## src/rtl/any1_pkg.sv

```systemverilog
// any1_pkg: shared widths, tag type, invalid tag and release FSM states
package any1_pkg;
  localparam int AREGS = 4096;
  localparam int RBIT = 11;
  localparam int RENTRIES = 64;
  localparam int CSLOTS = 4;
  localparam int RIDW = $clog2(RENTRIES);
  typedef logic [RIDW:0] tag_t;
  localparam tag_t TAG_INVALID = '1;
  typedef enum logic [1:0] {IDLE, READ, CMP} state_t;
endpackage

```

## src/rtl/any1_source_release_if.sv

```systemverilog
// any1_source_release_if: commit bundle, source-table read, rename snoop and release write
// master drives bundles, read data and rename writes; slave is the release block
interface any1_source_release_if;
  import any1_pkg::*;
  logic cmt_req;
  logic cmt_rdy;
  logic [CSLOTS-1:0] cmt_v;
  logic [CSLOTS-1:0] cmt_rfw;
  logic [CSLOTS-1:0][RBIT:0] cmt_rd;
  logic [CSLOTS-1:0][RIDW-1:0] cmt_rid;
  logic [RBIT:0] src_ra;
  tag_t src_rd;
  logic ren_we;
  logic [RBIT:0] ren_wa;
  logic rel_we;
  logic [RBIT:0] rel_wa;
  tag_t rel_wd;
  modport master (
    output cmt_req, cmt_v, cmt_rfw, cmt_rd, cmt_rid, src_rd, ren_we, ren_wa,
    input cmt_rdy, src_ra, rel_we, rel_wa, rel_wd
  );
  modport slave (
    input cmt_req, cmt_v, cmt_rfw, cmt_rd, cmt_rid, src_rd, ren_we, ren_wa,
    output cmt_rdy, src_ra, rel_we, rel_wa, rel_wd
  );
endinterface

```

## src/rtl/any1_prio_enc.sv

```systemverilog
// any1_prio_enc: lowest-set-bit finder
// i_req: request vector; o_idx: index of lowest set bit (0 when none); o_any: any bit set
module any1_prio_enc #(
  parameter int N = 4
) (
  input  logic [N-1:0]         i_req,
  output logic [$clog2(N)-1:0] o_idx,
  output logic                 o_any
);
  localparam int W = $clog2(N);
  always_comb begin
    o_idx = '0;
    for (int k = N - 1; k >= 0; k--) o_idx = i_req[k] ? W'(k) : o_idx;
  end
  assign o_any = |i_req;
endmodule

```

## src/rtl/any1_source_release.sv

```systemverilog
// any1_source_release: on commit, writes the invalid tag back to source-table entries still owned by the committing rid
// clk/rst_n: clock, async active-low reset; i_branchmiss: stall while the table is restored
// bus: commit handshake, table read port, rename snoop, release write port
// o_busy: bundle in progress; o_rel_count: saturating release count
module any1_source_release
  import any1_pkg::*;
(
  input  logic                        clk,
  input  logic                        rst_n,
  input  logic                        i_branchmiss,
  any1_source_release_if.slave        bus,
  output logic                        o_busy,
  output logic [15:0]                 o_rel_count
);
  state_t r_state, w_next;
  logic r_up, r_stale, w_acc, w_any, w_ren_hit;
  logic [CSLOTS-1:0] r_mask, w_new_mask, w_clr;
  logic [CSLOTS-1:0][RBIT:0] r_rd;
  logic [CSLOTS-1:0][RIDW-1:0] r_rid;
  logic [$clog2(CSLOTS)-1:0] w_idx;
  logic [RBIT:0] w_rd;
  logic [15:0] r_cnt;
  any1_prio_enc #(.N(CSLOTS)) u_enc (.i_req(r_mask), .o_idx(w_idx), .o_any(w_any));
  assign w_rd = r_rd[w_idx];
  assign w_ren_hit = bus.ren_we && bus.ren_wa == w_rd;
  assign w_clr = r_mask & ~(CSLOTS'(1) << w_idx);
  // r_up keeps cmt_rdy low until the first edge after reset release
  assign bus.cmt_rdy = r_up && r_state == IDLE && !i_branchmiss;
  assign w_acc = bus.cmt_req && bus.cmt_rdy;
  always_comb begin
    w_new_mask = '0;
    for (int k = 0; k < CSLOTS; k++) w_new_mask[k] = bus.cmt_v[k] && bus.cmt_rfw[k] && |bus.cmt_rd[k];
  end
  assign bus.src_ra = r_state == READ ? w_rd : '0;
  // rename writes in READ (stale) or in CMP (w_ren_hit) always beat the release
  assign bus.rel_we = r_state == CMP && w_any && !i_branchmiss && !r_stale && !w_ren_hit
                      && bus.src_rd == {1'b0, r_rid[w_idx]};
  assign bus.rel_wa = r_state == CMP ? w_rd : '0;
  assign bus.rel_wd = TAG_INVALID;
  assign o_busy = r_state != IDLE;
  assign o_rel_count = r_cnt;
  // a branchmiss hitting CMP drops back to READ so the slot is re-read after restore
  always_comb begin
    w_next = r_state;
    if (i_branchmiss) w_next = r_state == CMP ? READ : r_state;
    else if (r_state == IDLE) w_next = w_acc && |w_new_mask ? READ : IDLE;
    else if (r_state == READ) w_next = CMP;
    else w_next = |w_clr ? READ : IDLE;
  end
  always_ff @(posedge clk or negedge rst_n) begin
    if (!rst_n) begin
      r_state <= IDLE;
      r_up <= 1'b0;
      r_mask <= '0;
      r_rd <= '0;
      r_rid <= '0;
      r_stale <= 1'b0;
      r_cnt <= '0;
    end else begin
      r_up <= 1'b1;
      r_state <= w_next;
      if (w_acc) begin
        r_mask <= w_new_mask;
        r_rd <= bus.cmt_rd;
        r_rid <= bus.cmt_rid;
      end else if (r_state == CMP && !i_branchmiss) r_mask <= w_clr;
      if (r_state == READ && !i_branchmiss) r_stale <= w_ren_hit;
      if (bus.rel_we && r_cnt != 16'hFFFF) r_cnt <= r_cnt + 16'd1;
    end
  end
endmodule

```

## src/flat_wrapper.sv

```systemverilog
// flat-port wrapper written by rule: the top's interface ports become plain ports
module any1_source_release_flat import any1_pkg::*;
  (clk, rst_n, i_branchmiss, o_busy, o_rel_count, bus_cmt_req, bus_cmt_v, bus_cmt_rfw, bus_cmt_rd, bus_cmt_rid, bus_src_rd, bus_ren_we, bus_ren_wa, bus_cmt_rdy, bus_src_ra, bus_rel_we, bus_rel_wa, bus_rel_wd);
  any1_source_release_if bus_i ();
  input  logic clk;
  input  logic rst_n;
  input  logic i_branchmiss;
  output logic o_busy;
  output logic [15:0] o_rel_count;
  input wire logic [$bits(bus_i.cmt_req)-1:0] bus_cmt_req;
  input wire logic [$bits(bus_i.cmt_v)-1:0] bus_cmt_v;
  input wire logic [$bits(bus_i.cmt_rfw)-1:0] bus_cmt_rfw;
  input wire logic [$bits(bus_i.cmt_rd)-1:0] bus_cmt_rd;
  input wire logic [$bits(bus_i.cmt_rid)-1:0] bus_cmt_rid;
  input wire logic [$bits(bus_i.src_rd)-1:0] bus_src_rd;
  input wire logic [$bits(bus_i.ren_we)-1:0] bus_ren_we;
  input wire logic [$bits(bus_i.ren_wa)-1:0] bus_ren_wa;
  output wire logic [$bits(bus_i.cmt_rdy)-1:0] bus_cmt_rdy;
  output wire logic [$bits(bus_i.src_ra)-1:0] bus_src_ra;
  output wire logic [$bits(bus_i.rel_we)-1:0] bus_rel_we;
  output wire logic [$bits(bus_i.rel_wa)-1:0] bus_rel_wa;
  output wire logic [$bits(bus_i.rel_wd)-1:0] bus_rel_wd;
  assign bus_i.cmt_req = bus_cmt_req;
  assign bus_i.cmt_v = bus_cmt_v;
  assign bus_i.cmt_rfw = bus_cmt_rfw;
  assign bus_i.cmt_rd = bus_cmt_rd;
  assign bus_i.cmt_rid = bus_cmt_rid;
  assign bus_i.src_rd = bus_src_rd;
  assign bus_i.ren_we = bus_ren_we;
  assign bus_i.ren_wa = bus_ren_wa;
  assign bus_cmt_rdy = bus_i.cmt_rdy;
  assign bus_src_ra = bus_i.src_ra;
  assign bus_rel_we = bus_i.rel_we;
  assign bus_rel_wa = bus_i.rel_wa;
  assign bus_rel_wd = bus_i.rel_wd;
  any1_source_release u_core (.clk(clk), .rst_n(rst_n), .i_branchmiss(i_branchmiss), .bus(bus_i), .o_busy(o_busy), .o_rel_count(o_rel_count));
endmodule
```

## config.mk

```make
export PLATFORM = sky130hd
export DESIGN_NAME = any1_source_release_flat
export DESIGN_NICKNAME = d
export VERILOG_FILES = /design/src/rtl/any1_pkg.sv /design/src/rtl/any1_source_release_if.sv /design/src/rtl/any1_prio_enc.sv /design/src/rtl/any1_source_release.sv /design/src/flat_wrapper.sv
export SDC_FILE = /design/constraint.sdc
export NUM_CORES = 1
export LEC_CHECK = 0
export CAP_MARGIN = 10
export CORE_AREA = 5 5 102 104
export DETAILED_ROUTE_END_ITERATION = 7
export DIE_AREA = 0 0 107 109
export DONT_BUFFER_PORTS = 1
export GPL_TIMING_DRIVEN = 0
export PLACE_DENSITY = 0.74
export SYNTH_ARGS = -nofsm -noshare
export SYNTH_HDL_FRONTEND = slang
export SYNTH_SLANG_ARGS = --single-unit
```

## constraint.sdc

```tcl
create_clock -name clk -period 3.2 [get_ports clk]
set_input_delay 0.32 -clock clk [delete_from_list [all_inputs] [get_ports clk]]
set_output_delay 0.32 -clock clk [all_outputs]
set_load 0.02 [all_outputs]
```

# Word level (Yosys, flattened, before mapping)
# Cells that the tools add are included.
[totals]
n_memories = 0
in_bits = 104
ramBits = 0
output_inout_bits = 50
latchBits = 0
mem_bits_ro = 0
register_bits = 96
[classes]
multipliers = 0
addsub = 1
order_cmp = 1
div = 0
reduce_logical = 34
eq_ne = 6
n_mux = 18
n_shift = 1
n_bitwise = 2
[ops]
columns = ["cell", "n"]
rows = [
  ["12-bit OR reduction", 4],
  ["12-bit two-way mux", 3],
  ["12-bit binary-select mux with 2-bit select", 1],
  ["1-bit logical AND", 21],
  ["16-bit by 1-bit adder with 16-bit output (second input constant)", 1],
  ["2-bit two-way mux", 8],
  ["16-bit != test (second input constant)", 1],
  ["6-bit binary-select mux with 2-bit select", 1],
  ["12-bit == test", 1],
  ["4-bit OR reduction", 3],
  ["4-bit two-way mux", 2],
  ["7-bit by 6-bit == test with 1-bit output", 1],
  ["6-bit two-way mux", 1],
  ["4-bit AND", 1],
  ["4-bit NOT", 1],
  ["2-bit nonzero test", 2],
  ["1-bit by 2-bit << shifter with 4-bit output (first input constant)", 1],
  ["1-bit logical NOT", 3],
  ["2-bit by 3-bit < comparator with 1-bit output (second input constant)", 1],
  ["2-bit by 1-bit == test with 1-bit output (second input constant)", 1],
  ["2-bit == test (second input constant)", 1],
  ["2-bit logical NOT", 1],
  ["1-bit two-way mux", 2],
  ["2-bit by 1-bit != test with 1-bit output (second input constant)", 1],
]

# Longest topological paths before layout
# Gate-level depths: netlist (run 1).
[depth]
ltp_word = 12
ltp_mapped = 12

# Modules after synthesis
# Synthesis (run 1) repeated with hierarchy kept, for this count alone.
[hier_totals]
hier_cells = 452
hier_area_um2 = 5408.9
[modules_own_cells]
columns = ["mod", "cells_each", "area_per_inst_um2", "seq_area_each_um2", "n_inst"]
rows = [
  ["any1_source_release", 445, 5373.9, 2402.3, 1],
  ["any1_prio_enc", 7, 35.0, 0.0, 1],
]

# Worst setup path before layout (run 1)
# No wires, ideal clock.
[synth_path]
kind = "register to register"
from = "register u_core.r_state[1]"
to = "register u_core.r_rd[11] in the netlist's numbering"
path_buffers = 3
required_time_ns = 3.135
slack_ns = 0.612
stages_incl_launch_ff = 9
arrival_time_ns = 2.523
setup_time_ns = 0.065
cell_sequence = "dfrtp_1 > or2_2 > nor3b_1 > and2_1 > clkbuf_1 > clkbuf_1 > buf_1 > nand2_1 > nand2_1"
[synth_between]
elab_chain_cells = 4
[synth_lines]
columns = ["item", "line_no", "source"]
rows = [
  ["from (decl)", "any1_source_release.sv:15", "state_t r_state, w_next;"],
  ["from (signal assigned)", "any1_source_release.sv:61", "r_state <= w_next;"],
  ["2-bit logical NOT", "any1_source_release.sv:28", "assign bus.cmt_rdy = r_up && r_state == IDLE && !i_branchmiss;"],
  ["1-bit logical AND (2 in a row)", "any1_source_release.sv:28", ""],
  ["net bus_cmt_rdy", "flat_wrapper.sv:18", "output wire logic [$bits(bus_i.cmt_rdy)-1:0] bus_cmt_rdy;"],
  ["1-bit logical AND", "any1_source_release.sv:29", "assign w_acc = bus.cmt_req && bus.cmt_rdy;"],
  ["to (signal assigned)", "any1_source_release.sv:64", "r_rd <= bus.cmt_rd;"],
  ["to (decl)", "any1_source_release.sv:18", "logic [CSLOTS-1:0][RBIT:0] r_rd;"],
]
# The timed path passes the listed nets, and every way through them passes these cells.
# A chain may end at the register's enable or synchronous reset.

# Worst setup path after layout (run 1)
[layout_path]
from = "register u_core.r_mask[2]"
to = "output port bus_rel_we"
[layout_between]
elab_chain_cells = 10
word_cells_on_any_way = 17
[layout_lines]
columns = ["item", "line_no", "source"]
rows = [
  ["from (decl)", "any1_source_release.sv:17", "logic [CSLOTS-1:0] r_mask, w_new_mask, w_clr;"],
  ["from (signal assigned)", "any1_source_release.sv:63", "r_mask <= w_new_mask;"],
  ["from (signal assigned)", "any1_source_release.sv:66", "end else if (r_state == CMP && !i_branchmiss) r_mask <= w_clr;"],
  ["2-bit two-way mux (3 in a row)", "any1_prio_enc.sv:13", "for (int k = N - 1; k >= 0; k--) o_idx = i_req[k] ? W'(k) : o_idx;"],
  ["12-bit binary-select mux with 2-bit select", "any1_source_release.sv:24", "assign w_rd = r_rd[w_idx];"],
  ["12-bit two-way mux (not written as such)", "any1_source_release.sv:24", ""],
  ["12-bit == test", "any1_source_release.sv:25", "assign w_ren_hit = bus.ren_we && bus.ren_wa == w_rd;"],
  ["1-bit logical AND", "any1_source_release.sv:25", ""],
  ["1-bit logical NOT", "any1_source_release.sv:36", "assign bus.rel_we = r_state == CMP && w_any && !i_branchmiss && !r_stale && !w_ren_hit"],
  ["1-bit logical AND", "any1_source_release.sv:36", ""],
  ["1-bit logical AND *", "any1_source_release.sv:37", "&& bus.src_rd == {1'b0, r_rid[w_idx]};"],
  ["to (decl)", "flat_wrapper.sv:20", "output wire logic [$bits(bus_i.rel_we)-1:0] bus_rel_we;"],
]
# Every way passes the cells marked *; elsewhere a longest branch is shown, timed or not. The select of a mux whose other input is x is not followed.

==> metrics.md, run 1 <==
| Metric | Value |
|---|---|
| Mean number of vias per cell | 6.027 |
| Design Area, Final | 0.006021 sq mm |
| Number of antenna violations at the first check in global routing | 0 |
| Wire length of the first global-routing pass | 24700 um |
| Master cell of the clock root buffer | sky130_fd_sc_hd__clkbuf_8 |
| Total clock buffers created by CTS | 9 |
| Number of synthesized flops with an enable pin | 0 |
| Max-slew violations | 0 |
| Ordered list of cells on the worst path | buf_6 -> buf_4 -> nor4b_1 -> o31ai_2 -> nand3_1 -> o2111a_1 -> nand4b_1 -> buf_4 -> o21bai_4 -> buf_6 -> inv_2 |
| Main flop type after synthesis | sky130_fd_sc_hd__dfrtp_1 |
| Slew @ Worst Pin | 662.2 ps |
| Layout cell share with drive strength beyond 1 | 0.1243 |
| H-tree lvl count | 3 |
| Critical path data arrival time | 2840 ps |
| Number of warnings reported in the yosys synthesis log | 0 |
| Total power consumption of the routed design | 4410 uW |
| Number of DRC violations after detailed-routing iteration 0 | 509 |
| Die area | 0.01166 sq mm |
| Number of inserted diodes | 0 |
| Max-cap violations | 0 |
| Remaining design rule violation count | 0 |
| Synthesized flop and latch total | 96 |
| Number of optimization iterations in the first detailed-route pass | 5 |
| Share of synthesized flip-flops with an asynchronous set or reset | 1.000 |
| Sinks on the clock net | 96 |
| Run status | completed |
| Core Area | 0.009459 sq mm |
| Kind of launch point of the worst setup path | register |
| Width of the die | 107 um |
| Worst r2r path cells | 11 |
| Gr usage total | 0.2777 |
| Met2 Use GR | 0.4164 |
| TritonCTS clock tree | yes |
| Path type of the worst min-delay path | in2reg |
| Final worst hold slack | 47.94 ps |
| Initial standard-cell utilization of the core | 0.5730 |
| Crit path max fanout | 10 |
| Critical Path Max Stage Delay | 600 ps |
| Yosys top cell area share | 0.4432 |
| Crit path depth | 11 |
| Number of instances on the worst hold path | 2 |
| Critical path capture point type | primary output |
| Leading cell types by count after synthesis | sky130_fd_sc_hd__nand2_1, sky130_fd_sc_hd__dfrtp_1, sky130_fd_sc_hd__nor2_1 |
| Placed wire-length estimate | 12350 um |
| Die Height | 109 um |
| Startpoint-to-endpoint class of the critical path | reg2out |
| Vias after detailed routing | 4858 |
| Routed Antenna Nets | 0 |
| Pin count of the biggest net entering global routing | 97 |
| Busiest layer in global routing | met2 |
| Cell area after placement | 0.005589 sq mm |
| Finished Layout Cells | 806 |
| Final min period | 3156 ps |
| Slowest stage cell, crit path | sky130_fd_sc_hd__nor4b_1 |
| Routability cong. | 0.9377 |
| Power per cell area | 732.4 mW/mm^2 |
| Cell types with the largest area share after synthesis | sky130_fd_sc_hd__dfrtp_1, sky130_fd_sc_hd__nand2_1, sky130_fd_sc_hd__nor2_1 |
| Category of cells accounting for the largest share of critical-path delay | simple AND/OR/NAND/NOR gates |
| Worst Skew | 9.724 ps |
| Total global routing overflow | 0 |
| GR met3 Demand/Resource | 0.07164 |
| Final hold vios | 0 |
| Netlist area before placement | 0.005420 sq mm |
| Via count of the first global-routing pass | 4591 |
| Routed wire length per instance | 20.03 um |
| Most frequent cell after synthesis | sky130_fd_sc_hd__nand2_1 |
| Worst path required time | 2880 ps |
| Area growth from synthesis to final layout | 11.08% |
| Met1 Use GR | 0.3899 |
| Highest ir drop seen on vdd | 0.0003992 V |
| Number of distinct library cell variants in the gate-level netlist after synthesis | 68 |
| Buffers plus inverters on the worst setup path | 5 |
| Rows | 36 |
| Number of endpoints failing setup at the final stage | 0 |
| Clock transition at the registers of the reported paths | 100 ps |
| Port bufs | 0 |
| Net count, final | 793 |
| Placed Cells incl. Taps | 783 |
| Unrepaired setup endpoints after global routing | true |
| Period utilisation layout | 0.9863 |
| Gate Count Post-Synth | 662 |
| Final Routed Wirelength | 16140 um |
| Register-to-Register Setup Slack | 220 ps |
| Insertion delay of the later-clocked pin in the worst-skew pair | 370 ps |
| Maximum operating frequency | 0.3169 GHz |
| Post-synthesis area per instance | 8.188 sq um |
| IO Pins | 154 |
| Library cell occupying the most area in the post-synthesis netlist | sky130_fd_sc_hd__dfrtp_1 |
| Max Buffers Root-to-Sink | 2 |
| Static Leakage | 0.002887 uW |
| Portion of the post-synthesis area used by sequential elements | 0.4432 |
| Slew Limit Headroom | 0.5523 |
| Filler cell count | 814 |
routing by layer:
layer  part of all wire  up-vias
li1                   -     2283
met1               0.43     2322
met2               0.45      224
met3              0.093       29
met4              0.022        0
met5                  0        -
cells by family (layout without fill, tap and decap cells):
logic type | Yosys count | count (layout) | synth area share
compound gates | 104 | 104 | 0.1376
fa+ha+maj | 2 | 2 | 0.004155
mux | 2 | 2 | 0.004155
simple gates | 369 | 369 | 0.3158
buf+inv | 69 | 92 | 0.06371
xor+xnor | 19 | 19 | 0.03070
flops | 96 | 96 | 0.4432
other cells | 1 | 8 | 0.0006919
stage by stage:
step	util	setup slack, ps	setup TNS [ps]
detailed placement	0.5909	-169.3	-5269
finish	0.6365	43.95	0
global route	0.6365	-56.42	-56.42
floorplan	-	612.1	0
CTS	0.6184	-144.6	-144.6
global placement	0.5909	-193.9	-5258
sequential cells by signal (all words and copies together) (netlist names):
signal and count:
u_core.r_state 2, u_core.r_up 1, u_core.r_stale 1, u_core.o_rel_count 16
u_core.r_mask 4, u_core.r_rd 48, u_core.r_rid 24
worst register-to-register path, stage by stage (launching register included):
cell	delay [ps]
sky130_fd_sc_hd__dfrtp_1	400
sky130_fd_sc_hd__buf_6	160
sky130_fd_sc_hd__buf_4	170
sky130_fd_sc_hd__nor4b_1	600
sky130_fd_sc_hd__o31ai_2	180
sky130_fd_sc_hd__o22ai_1	280
sky130_fd_sc_hd__nor4bb_4	90
sky130_fd_sc_hd__nand4_1	200
sky130_fd_sc_hd__buf_4	150
sky130_fd_sc_hd__nor2_1	40
sky130_fd_sc_hd__a211o_1	300
sky130_fd_sc_hd__mux2_1	320
cell type report:
cell class / count / area [sq um] / area share
clock inverter: 4 / 45.04 / 0.007481
timing repair buffer: 8 / 82.58 / 0.01372
sequential: 96 / 2404 / 0.3992
multi-input combinational: 504 / 2843 / 0.4722
tap: 114 / 142.6 / 0.02369
clock buffer: 11 / 141.4 / 0.02348
inverter: 23 / 86.33 / 0.01434
buffer: 46 / 276.5 / 0.04593
path summary, 6_finish.rpt:
kind | from | to
setup / recovery | u_core.r_mask[2]$_DFFE_PN0P_ | bus_rel_we
hold / removal | bus_cmt_rd[15] | u_core.r_rd[15]$_DFFE_PN0P_
setup reg to reg | u_core.r_mask[2]$_DFFE_PN0P_ | u_core.o_rel_count[1]$_DFFE_PN0P_
hold reg to reg | u_core.r_rid[20]$_DFFE_PN0P_ | u_core.r_rid[20]$_DFFE_PN0P_
max in group asynchronous | rst_n | u_core.r_rid[14]$_DFFE_PN0P_
min in group asynchronous | rst_n | u_core.r_rd[10]$_DFFE_PN0P_
timing repair:
item | 4_1_cts | 5_1_grt
pin swaps | 2 | 10
resized for setup | 7 | 34
hold endpoints to repair | 96 | 0
setup endpoints to repair | 41 | 11
hold buffers | 2 | 0
buffers inserted | 1 | 5
report_power, final:
group / internal, uW / leakage (uW) / switching (uW)
Combinational: 701 / 0.00156 / 1140
Sequential: 1530 / 0.00122 / 237
Clock: 376 / 0.0000989 / 432
Total: 2600 / 0.00289 / 1810
cells in the final DEF, fill, tap and decap left out, types with 13 or more instances in the layout:
cell,instances
sky130_fd_sc_hd__buf_4,17
sky130_fd_sc_hd__o21ai_0,17
sky130_fd_sc_hd__inv_1,21
sky130_fd_sc_hd__xor2_1,13
sky130_fd_sc_hd__nor4_1,17
sky130_fd_sc_hd__nor2b_1,15
sky130_fd_sc_hd__nand2_1,225
sky130_fd_sc_hd__dfrtp_1,95
sky130_fd_sc_hd__nor2_1,40
sky130_fd_sc_hd__a21oi_1,18
sky130_fd_sc_hd__clkbuf_1,17
Note: power is estimated with default switching activity, not from simulation.
==> inputs of run 2 (changes only) <==
- CORE_AREA: 5 5 102 104 -> 5 5 101 103
- DIE_AREA: 0 0 107 109 -> 0 0 106 108
- PLACE_DENSITY: 0.74 -> 0.75
- SYNTH_HIERARCHICAL: not set -> 1
==> metrics.md, run 2 <==
| Metric | Value |
|---|---|
| Run status | finished, violations left |
| Violations in the final reports | setup timing |
| Critical path data arrival time | 2980 ps (+140 ps) |
| Slowest stage cell, crit path | sky130_fd_sc_hd__mux4_2 |
| Post-Synth XOR/XNOR Area | 0.05667 (+0.02597) |
| Number of inserted diodes | 0 (unchanged) |
| Worst path required time | 2880 ps (about the same) |
| Placed wire-length estimate | 10650 um (-14%) |
| Final min period | 3295 ps (+139.4 ps) |
| Insertion delay of the later-clocked pin in the worst-skew pair | 360 ps (about the same) |
| Routed wire length per instance | 23.72 um (+18%) |
| Number of warnings reported in the yosys synthesis log | 6 (+6) |
| IO Pins | 154 (unchanged) |
| Crit path max fanout | 10 (unchanged) |
| Number of distinct library cell variants in the gate-level netlist after synthesis | 48 (-29%) |
| Worst Skew | 24.58 ps (+14.86 ps) |
| Path type of the worst min-delay path | in2reg |
| Rows | 35 (-2.8%) |
| Setup tns final | -166.0 ps (-166.0 ps) |
| Slew Limit Headroom | 0.4442 (-0.1081) |
| Largest register FFs | 48 (unchanged) |
| Max-cap violations | 0 (unchanged) |
| Netlist area before placement | 0.005409 sq mm (-0.21%) |
| Sinks on the clock net | 96 (unchanged) |
| Total global routing overflow | 0 (unchanged) |
| Max Buffers Root-to-Sink | 2 (unchanged) |
| Final worst hold slack | 102.1 ps (+54.20 ps) |
| Core Area | 0.009109 sq mm (-3.7%) |
| Area growth from synthesis to final layout | 12.91% |
| Ordered list of cells on the worst path | nand2b_4 -> a21oi_4 -> buf_6 -> mux4_2 -> xor2_2 -> or4_4 -> buf_8 -> nor3_4 |
| H-tree lvl count | 3 (unchanged) |
| Startpoint-to-endpoint class of the critical path | reg2out |
| Post-synthesis share of cell area spent on full adders, half adders and majority gates | 0.002313 (-0.001842) |
| Number of optimization iterations in the first detailed-route pass | 5 (unchanged) |
| Die Height | 108 um (-0.92%) |
| Static Leakage | 0.002495 uW (-14%) |
| Wire length of the first global-routing pass | 22000 um (-11%) |
| Yosys top cell area share | 0.4441 (+0.0009227) |
| Library cell occupying the most area in the post-synthesis netlist | sky130_fd_sc_hd__dfrtp_1 |
| Total clock buffers created by CTS | 9 (unchanged) |
| Multiplexer area fraction after synthesis | 0.2792 (+0.2750) |
| Pin count of the biggest net entering global routing | 97 (unchanged) |
| Mean number of vias per cell | 6.422 (+6.6%) |
| Number of antenna violations at the first check in global routing | 0 (unchanged) |
| Power per cell area | 1017 mW/mm^2 (+39%) |
| Remaining design rule violation count | 0 (unchanged) |
| TritonCTS clock tree | yes |
| Number of endpoints failing setup at the final stage | 5 (+5) |
| Post-synthesis share of cell area spent on and, or, nand and nor gates | 0.1346 (-0.1812) |
| Gr usage total | 0.2492 (-0.02851) |
| Width of the die | 106 um (-0.93%) |
| Port bufs | 0 (unchanged) |
| Layout cell share with drive strength beyond 1 | 0.3745 (+0.2502) |
| Most common cell after layout, fill and taps aside | sky130_fd_sc_hd__dfrtp_1 |
| Number of DRC violations after detailed-routing iteration 0 | 217 (-57%) |
| Die area | 0.01145 sq mm (-1.8%) |
| Maximum operating frequency | 0.3035 GHz (-4.2%) |
| Routed Antenna Nets | 0 (unchanged) |
| Net count, final | 587 (-26%) |
| FF-to-FF Start | u_core/r_mask[2]$_DFFE_PN0P_ |
| Critical Path Max Stage Delay | 530 ps (-70 ps) |
| Kind of launch point of the worst setup path | register |
| Main flop type after synthesis | sky130_fd_sc_hd__dfrtp_1 |
| Compound-cell area share of the yosys netlist | 0.04441 (-0.09317) |
| Synthesized flop and latch total | 96 (unchanged) |
| Highest ir drop seen on vdd | 0.0005074 V (+27%) |
| Initial standard-cell utilization of the core | 0.5938 (+0.02080) |
| Period utilisation layout | 1.030 (+0.04356) |
| Highest-count cells in the layout ignoring fill and taps | sky130_fd_sc_hd__dfrtp_1, sky130_fd_sc_hd__mux2_2, sky130_fd_sc_hd__nor2_1 |
| Unrepaired setup endpoints after global routing | true |
| Portion of the post-synthesis area used by sequential elements | 0.4441 (+0.0009227) |
| Post-route setup slack | -95.44 ps (-139.4 ps) |
| Slew @ Worst Pin | 827.3 ps (+165.2 ps) |
| Filler cell count | 692 (-15%) |
| Clock transition at the registers of the reported paths | 110 ps (about the same) |
| Vias after detailed routing | 3834 (-21%) |
| Crit path from | u_core/r_mask[2]$_DFFE_PN0P_ |
| Max-slew violations | 0 (unchanged) |
| Number of synthesized flops with an enable pin | 0 (unchanged) |
| Critical path capture point type | primary output |
| Leading cell types by count after synthesis | sky130_fd_sc_hd__dfrtp_1, sky130_fd_sc_hd__mux2_2, sky130_fd_sc_hd__nor2_1 |
| Share of synthesized flip-flops with an asynchronous set or reset | 1.000 (unchanged) |
| Cell types with the largest area share after synthesis | sky130_fd_sc_hd__dfrtp_1, sky130_fd_sc_hd__mux2_2, sky130_fd_sc_hd__mux2i_1 |
| Post-synthesis area per instance | 11.97 sq um (+46%) |
| Via count of the first global-routing pass | 3965 (-14%) |
| Worst min-delay path startpoint | bus_cmt_rd[1] |
| Gate Count Post-Synth | 452 (-32%) |
| Dominant combinational cell family by area after synthesis | multiplexers |
| Final Routed Wirelength | 14160 um (-12%) |
| Most frequent cell after synthesis | sky130_fd_sc_hd__dfrtp_1 |
| Total power consumption of the routed design | 6213 uW (+41%) |
| Master cell of the clock root buffer | sky130_fd_sc_hd__clkbuf_8 |
| Final hold vios | 0 (unchanged) |
| Routability cong. | 0.8876 (-5.3%) |
| Largest register by flop count | u_core/r_rd |
[run 2: cell types whose count changed in the layout (fill, tap and decap cells not counted), moves of 8 or more]
cell,delta
sky130_fd_sc_hd__a21oi_1,-17
sky130_fd_sc_hd__nand2_1,-199
sky130_fd_sc_hd__nor2_1,-9
sky130_fd_sc_hd__o21ai_0,-9
sky130_fd_sc_hd__xnor2_1,+8
sky130_fd_sc_hd__inv_1,-15
sky130_fd_sc_hd__mux4_2,+8
sky130_fd_sc_hd__mux2_2,+87
sky130_fd_sc_hd__mux2i_1,+20
sky130_fd_sc_hd__nor2b_1,-14
[run 2: kinds of logic after synthesis]
family,after synthesis
other cells,1
simple gates,131
buf+inv,37
fa+ha+maj,1
xor+xnor,35
compound gates,30
flops,96
mux,121
[run 2: power breakdown]
| part | internal (uW) | switching [uW] |
|---|---|---|
| registers | 1710 | 363 |
| logic | 1650 | 1740 |
| clock network | 323 | 423 |
[run 2: what timing repair did]
| action | CTS | global route |
|---|---|---|
| hold buffers | 2 | 0 |
| endpoints found under the hold margin | 96 | 0 |
| setup buffers | 7 | 4 |
| pin swaps | 4 | 10 |
| gates resized for setup | 25 | 36 |
| endpoints found under the setup margin | 45 | 34 |
[run 2: layer usage]
metal	track usage	up-vias	share of wire
li1	-	1714	-
met1	0.3315	1944	0.41
met2	0.3998	159	0.49
met3	0.07463	17	0.087
met4	0.07123	0	0.016
met5	0	-	0
[run 2: area by class of cell]
class,count,area (sq um),share of cell area
clock inverter,4,28.78,0.004712
sequential,96,2404,0.3936
tap,111,138.9,0.02274
clock buffer,11,151.4,0.02479
multi-input combinational,326,3009,0.4927
inverter,6,22.52,0.003688
buffer,30,221.5,0.03626
timing repair buffer,13,131.4,0.02151
[run 2: metrics by stage]
stage	setup slack (ps)	instances	area, sq um	util
after floorplan	56.83	459	5435	-
after global placement	-500.1	570	5574	0.6120
after detailed placement	-557.5	570	5574	0.6120
after CTS	-123.5	594	5938	0.6519
after global routing	-167.5	597	6107	0.6705
final	-95.44	597	6107	0.6705
[run 2: worst paths after layout]
path,end,slack (ps),cells after the start
max in group asynchronous,u_core/r_mask[3]$_DFFE_PN0P_,2250,2
hold reg to reg,u_core/r_rd[20]$_DFFE_PN0P_,510,1
min in group asynchronous,u_core/r_rd[15]$_DFFE_PN0P_,530,2
setup reg to reg,u_core/o_rel_count[6]$_DFFE_PN0P_,-40,10
setup / recovery,bus_rel_we,-100,8
hold / removal,u_core/r_rd[1]$_DFFE_PN0P_,100,1
[run 2: critical path: cells and delay by family (launching register included)]
family,cells,cell delay (ps)
AND/OR/NAND/NOR,3,970
multiplexers,1,530
flip-flops,1,410
buffers and inverters,2,310
AO/OA/AOI/OAI,1,230
XOR/XNOR,1,180
==> inputs of run 3 (changes only) <==
- ABC_AREA: not set -> 1
- CORE_AREA: 5 5 101 103 -> 5 5 102 104
- DIE_AREA: 0 0 106 108 -> 0 0 107 109
- TNS_END_PERCENT: not set -> 10
==> metrics.md, run 3 <==
| Metric | Value |
|---|---|
| Core Area | 0.009459 sq mm (+3.8%) |
| Via count of the first global-routing pass | 5083 (+28%) |
| Number of distinct library cell variants in the gate-level netlist after synthesis | 32 (-33%) |
| Share of synthesized flip-flops with an asynchronous set or reset | 1.000 (unchanged) |
| FF-to-FF Start | u_core/r_state[1]$_DFFE_PN0P_ |
| Worst min-delay path startpoint | bus_cmt_rid[20] |
| Port bufs | 0 (unchanged) |
| Cell types with the largest area share after synthesis | sky130_fd_sc_hd__dfrtp_1, sky130_fd_sc_hd__nand2_1, sky130_fd_sc_hd__inv_1 |
| IO Pins | 154 (unchanged) |
| Netlist area before placement | 0.005494 sq mm (+1.6%) |
| Routability cong. | 0.8690 (-2.1%) |
| Maximum operating frequency | 0.3392 GHz (+12%) |
| Slew Limit Headroom | 0.6282 (+0.1840) |
| Number of DRC violations after detailed-routing iteration 0 | 367 (+69%) |
| Setup tns final | 0 ps (+166.0 ps) |
| Synthesized flop and latch total | 96 (unchanged) |
| Pin count of the biggest net entering global routing | 97 (unchanged) |
| Post-CTS repair timing setup buffer count | 0 (-7) |
| Number of inserted diodes | 0 (unchanged) |
| Post-route setup slack | 251.6 ps (+347.1 ps) |
| Routed wire length per instance | 16.05 um (-32%) |
| Kind of launch point of the worst setup path | register |
| Remaining design rule violation count | 0 (unchanged) |
| Gr usage total | 0.2759 (+0.02676) |
| Rows | 36 (+2.9%) |
| Library cell occupying the most area in the post-synthesis netlist | sky130_fd_sc_hd__dfrtp_1 |
| Final min period | 2948 ps (-347.1 ps) |
| TritonCTS clock tree | yes |
| Worst-case setup slack after placement | 556.9 ps (+1114 ps) |
| Largest register FFs | 48 (unchanged) |
| Max-slew violations | 0 (unchanged) |
| Number of warnings reported in the yosys synthesis log | 6 (unchanged) |
| H-tree lvl count | 3 (unchanged) |
| Worst path required time | 2880 ps (about the same) |
| Critical path capture point type | primary output |
| Layout cell share with drive strength beyond 1 | 0.06103 (-0.3135) |
| Worst Hold End | u_core/r_rid[20]$_DFFE_PN0P_ |
| Sinks on the clock net | 96 (unchanged) |
| Slew @ Worst Pin | 557.6 ps (-269.7 ps) |
| Static Leakage | 0.003266 uW (+31%) |
| Width of the die | 107 um (+0.94%) |
| Portion of the post-synthesis area used by sequential elements | 0.4373 (-0.006878) |
| Design Area, Final | 0.005936 sq mm (-2.8%) |
| Endpoint of the lowest-slack register-to-register path | u_core/r_rd[10]$_DFFE_PN0P_ |
| Wire length of the first global-routing pass | 25080 um (+14%) |
| Net count, final | 952 (+62%) |
| Path type of the worst min-delay path | in2reg |
| Number of optimization iterations in the first detailed-route pass | 5 (unchanged) |
| Max Buffers Root-to-Sink | 2 (unchanged) |
| Clock transition at the registers of the reported paths | 100 ps (about the same) |
| Placed wire-length estimate | 11870 um (+11%) |
| Initial standard-cell utilization of the core | 0.5808 (-0.01300) |
| Post-synthesis area per instance | 6.643 sq um (-44%) |
| Most common cell after layout, fill and taps aside | sky130_fd_sc_hd__nand2_1 |
| Final Routed Wirelength | 15510 um (+9.5%) |
| Worst Skew | 6.652 ps (-17.93 ps) |
| Cell area after placement | 0.005663 sq mm (+1.6%) |
| Period utilisation layout | 0.9214 (-0.1085) |
| Run status | completed |
| Die area | 0.01166 sq mm (+1.9%) |
| Highest-count cells in the layout ignoring fill and taps | sky130_fd_sc_hd__nand2_1, sky130_fd_sc_hd__dfrtp_1, sky130_fd_sc_hd__inv_1 |
| Vias after detailed routing | 5314 (+39%) |
| Number of endpoints failing setup at the final stage | 0 (-5) |
| Power per cell area | 856.1 mW/mm^2 (-16%) |
| Area growth from synthesis to final layout | 8.039% |
| Die Height | 109 um (+0.93%) |
| Insertion delay of the later-clocked pin in the worst-skew pair | 380 ps (+20 ps) |
| Number of antenna violations at the first check in global routing | 0 (unchanged) |
| Routed Antenna Nets | 0 (unchanged) |
| Largest register by flop count | u_core/r_rd |
| Mean number of vias per cell | 5.501 (-14%) |
| Total global routing overflow | 0 (unchanged) |
| Highest ir drop seen on vdd | 0.0003806 V (-25%) |
| Final hold vios | 0 (unchanged) |
| Crit path max fanout | 10 (unchanged) |
| Master cell of the clock root buffer | sky130_fd_sc_hd__clkbuf_8 |
| Most frequent cell after synthesis | sky130_fd_sc_hd__nand2_1 |
| Total clock buffers created by CTS | 9 (unchanged) |
| Main flop type after synthesis | sky130_fd_sc_hd__dfrtp_1 |
| Filler cell count | 891 (+29%) |
| Number of synthesized flops with an enable pin | 0 (unchanged) |
| Leading cell types by count after synthesis | sky130_fd_sc_hd__nand2_1, sky130_fd_sc_hd__dfrtp_1, sky130_fd_sc_hd__inv_1 |
| Yosys top cell area share | 0.4373 (-0.006878) |
| Startpoint-to-endpoint class of the critical path | reg2out |
| Max-cap violations | 0 (unchanged) |
| Critical path data arrival time | 2630 ps (-350 ps) |
| Gate Count Post-Synth | 827 (+83%) |
| Number of instances on the worst hold path | 2 (+1) |
| Register-to-Register Setup Slack | 620 ps (+660 ps) |
| Worst r2r path cells | 9 (-1) |
## run 3: cell types whose count changed in the layout (fill, tap and decap cells not counted), sizes merged, moves of 18 or more
cell | previous run | this run
nand2 | 26 | 428
mux2 | 88 | 0
nand4 | 4 | 24
nor2 | 31 | 51
o21ai | 10 | 28
inv | 7 | 81
mux2i | 20 | 0
nand3 | 10 | 43
## run 3: worst max-delay path by stage
stage,start,endpoint,slack (ps),cells after the start
final,u_core/r_mask[2]$_DFFE_PN0P_,bus_rel_we,250,18
after global routing,u_core/r_mask[3]$_DFFE_PN0P_,bus_rel_we,-10,13
after CTS,u_core/r_mask[0]$_DFFE_PN0P_,bus_rel_we,130,14
after detailed placement,u_core/r_mask[0]$_DFFE_PN0P_,bus_rel_we,560,14
after global placement,u_core/r_mask[0]$_DFFE_PN0P_,bus_rel_we,590,14
after floorplan,u_core/r_mask[2]$_DFFE_PN0P_,bus_rel_we,970,15
## run 3: cell families (layout without fill, tap and decap cells)
family,Yosys count,count (layout),synth area share
other,1,8,0.0006826
and+or+nand+nor,566,566,0.4188
buffers and inverters,123,141,0.09998
xor gates and xnor gates,1,1,0.001594
AOI/OAI and AO/OA,39,39,0.03940
adders and majority gates,1,1,0.002277
DFF,96,96,0.4373
## run 3: repair_timing
action,4_1_cts,5_1_grt
endpoints found under the hold margin,96,0
hold buffers,2,0
gates resized for setup,0,9
setup endpoints to repair,0,1
## run 3: critical path, cell delays in order, from the launching register on
cell and delay (ps):
sky130_fd_sc_hd__dfrtp_1 410, sky130_fd_sc_hd__inv_2 100, sky130_fd_sc_hd__nand2_2 60, sky130_fd_sc_hd__a21oi_2 110, sky130_fd_sc_hd__buf_4 170, sky130_fd_sc_hd__inv_6 70, sky130_fd_sc_hd__buf_6 140, sky130_fd_sc_hd__nand2_1 70
sky130_fd_sc_hd__nand2_1 50, sky130_fd_sc_hd__nand2_1 100, sky130_fd_sc_hd__nand2_1 90, sky130_fd_sc_hd__nand2_1 70, sky130_fd_sc_hd__nand2_1 50, sky130_fd_sc_hd__nor2_1 80, sky130_fd_sc_hd__nand2_1 80, sky130_fd_sc_hd__nor2_1 80
sky130_fd_sc_hd__nand2_1 90, sky130_fd_sc_hd__buf_2 200, sky130_fd_sc_hd__and2_2 230
## run 3: power by group
| group | internal [uW] | total [uW] | switching (uW) | leakage, uW |
|---|---|---|---|---|
| registers | 1670 | 1960 | 289 | 0.00122 |
| clock network | 441 | 886 | 445 | 0.000110 |
| logic | 728 | 2240 | 1510 | 0.00194 |
## run 3: area by class of cell
class | count | area [sq um] | share of cell area
Multi-Input combinational cell | 615 | 2577 | 0.4342
Sequential cell | 96 | 2402 | 0.4047
Inverter | 80 | 305.3 | 0.05143
Buffer | 43 | 251.5 | 0.04237
Tap cell | 114 | 142.6 | 0.02403
Clock buffer | 9 | 123.9 | 0.02087
Clock inverter | 7 | 95.09 | 0.01602
Timing Repair Buffer | 2 | 37.54 | 0.006324
## run 3: through the flow
step | instances | power [uW] | utilization | hold slack, ps
floorplan | 834 | 3599 | - | 24.41
CTS | 966 | 5050 | 0.6258 | 35.22
finish | 966 | 5082 | 0.6275 | 42.57
global route | 966 | 5539 | 0.6275 | 26.34
detailed placement | 948 | 4131 | 0.5987 | 27.70
global placement | 948 | 4078 | 0.5987 | 27.47
## run 3: metal layers
metal | GRT usage | routed length [um]
met5 | 0 | 0
met3 | 0.07460 | 1517
met4 | 0.07763 | 250
met1 | 0.3765 | 6816
met2 | 0.4366 | 6923
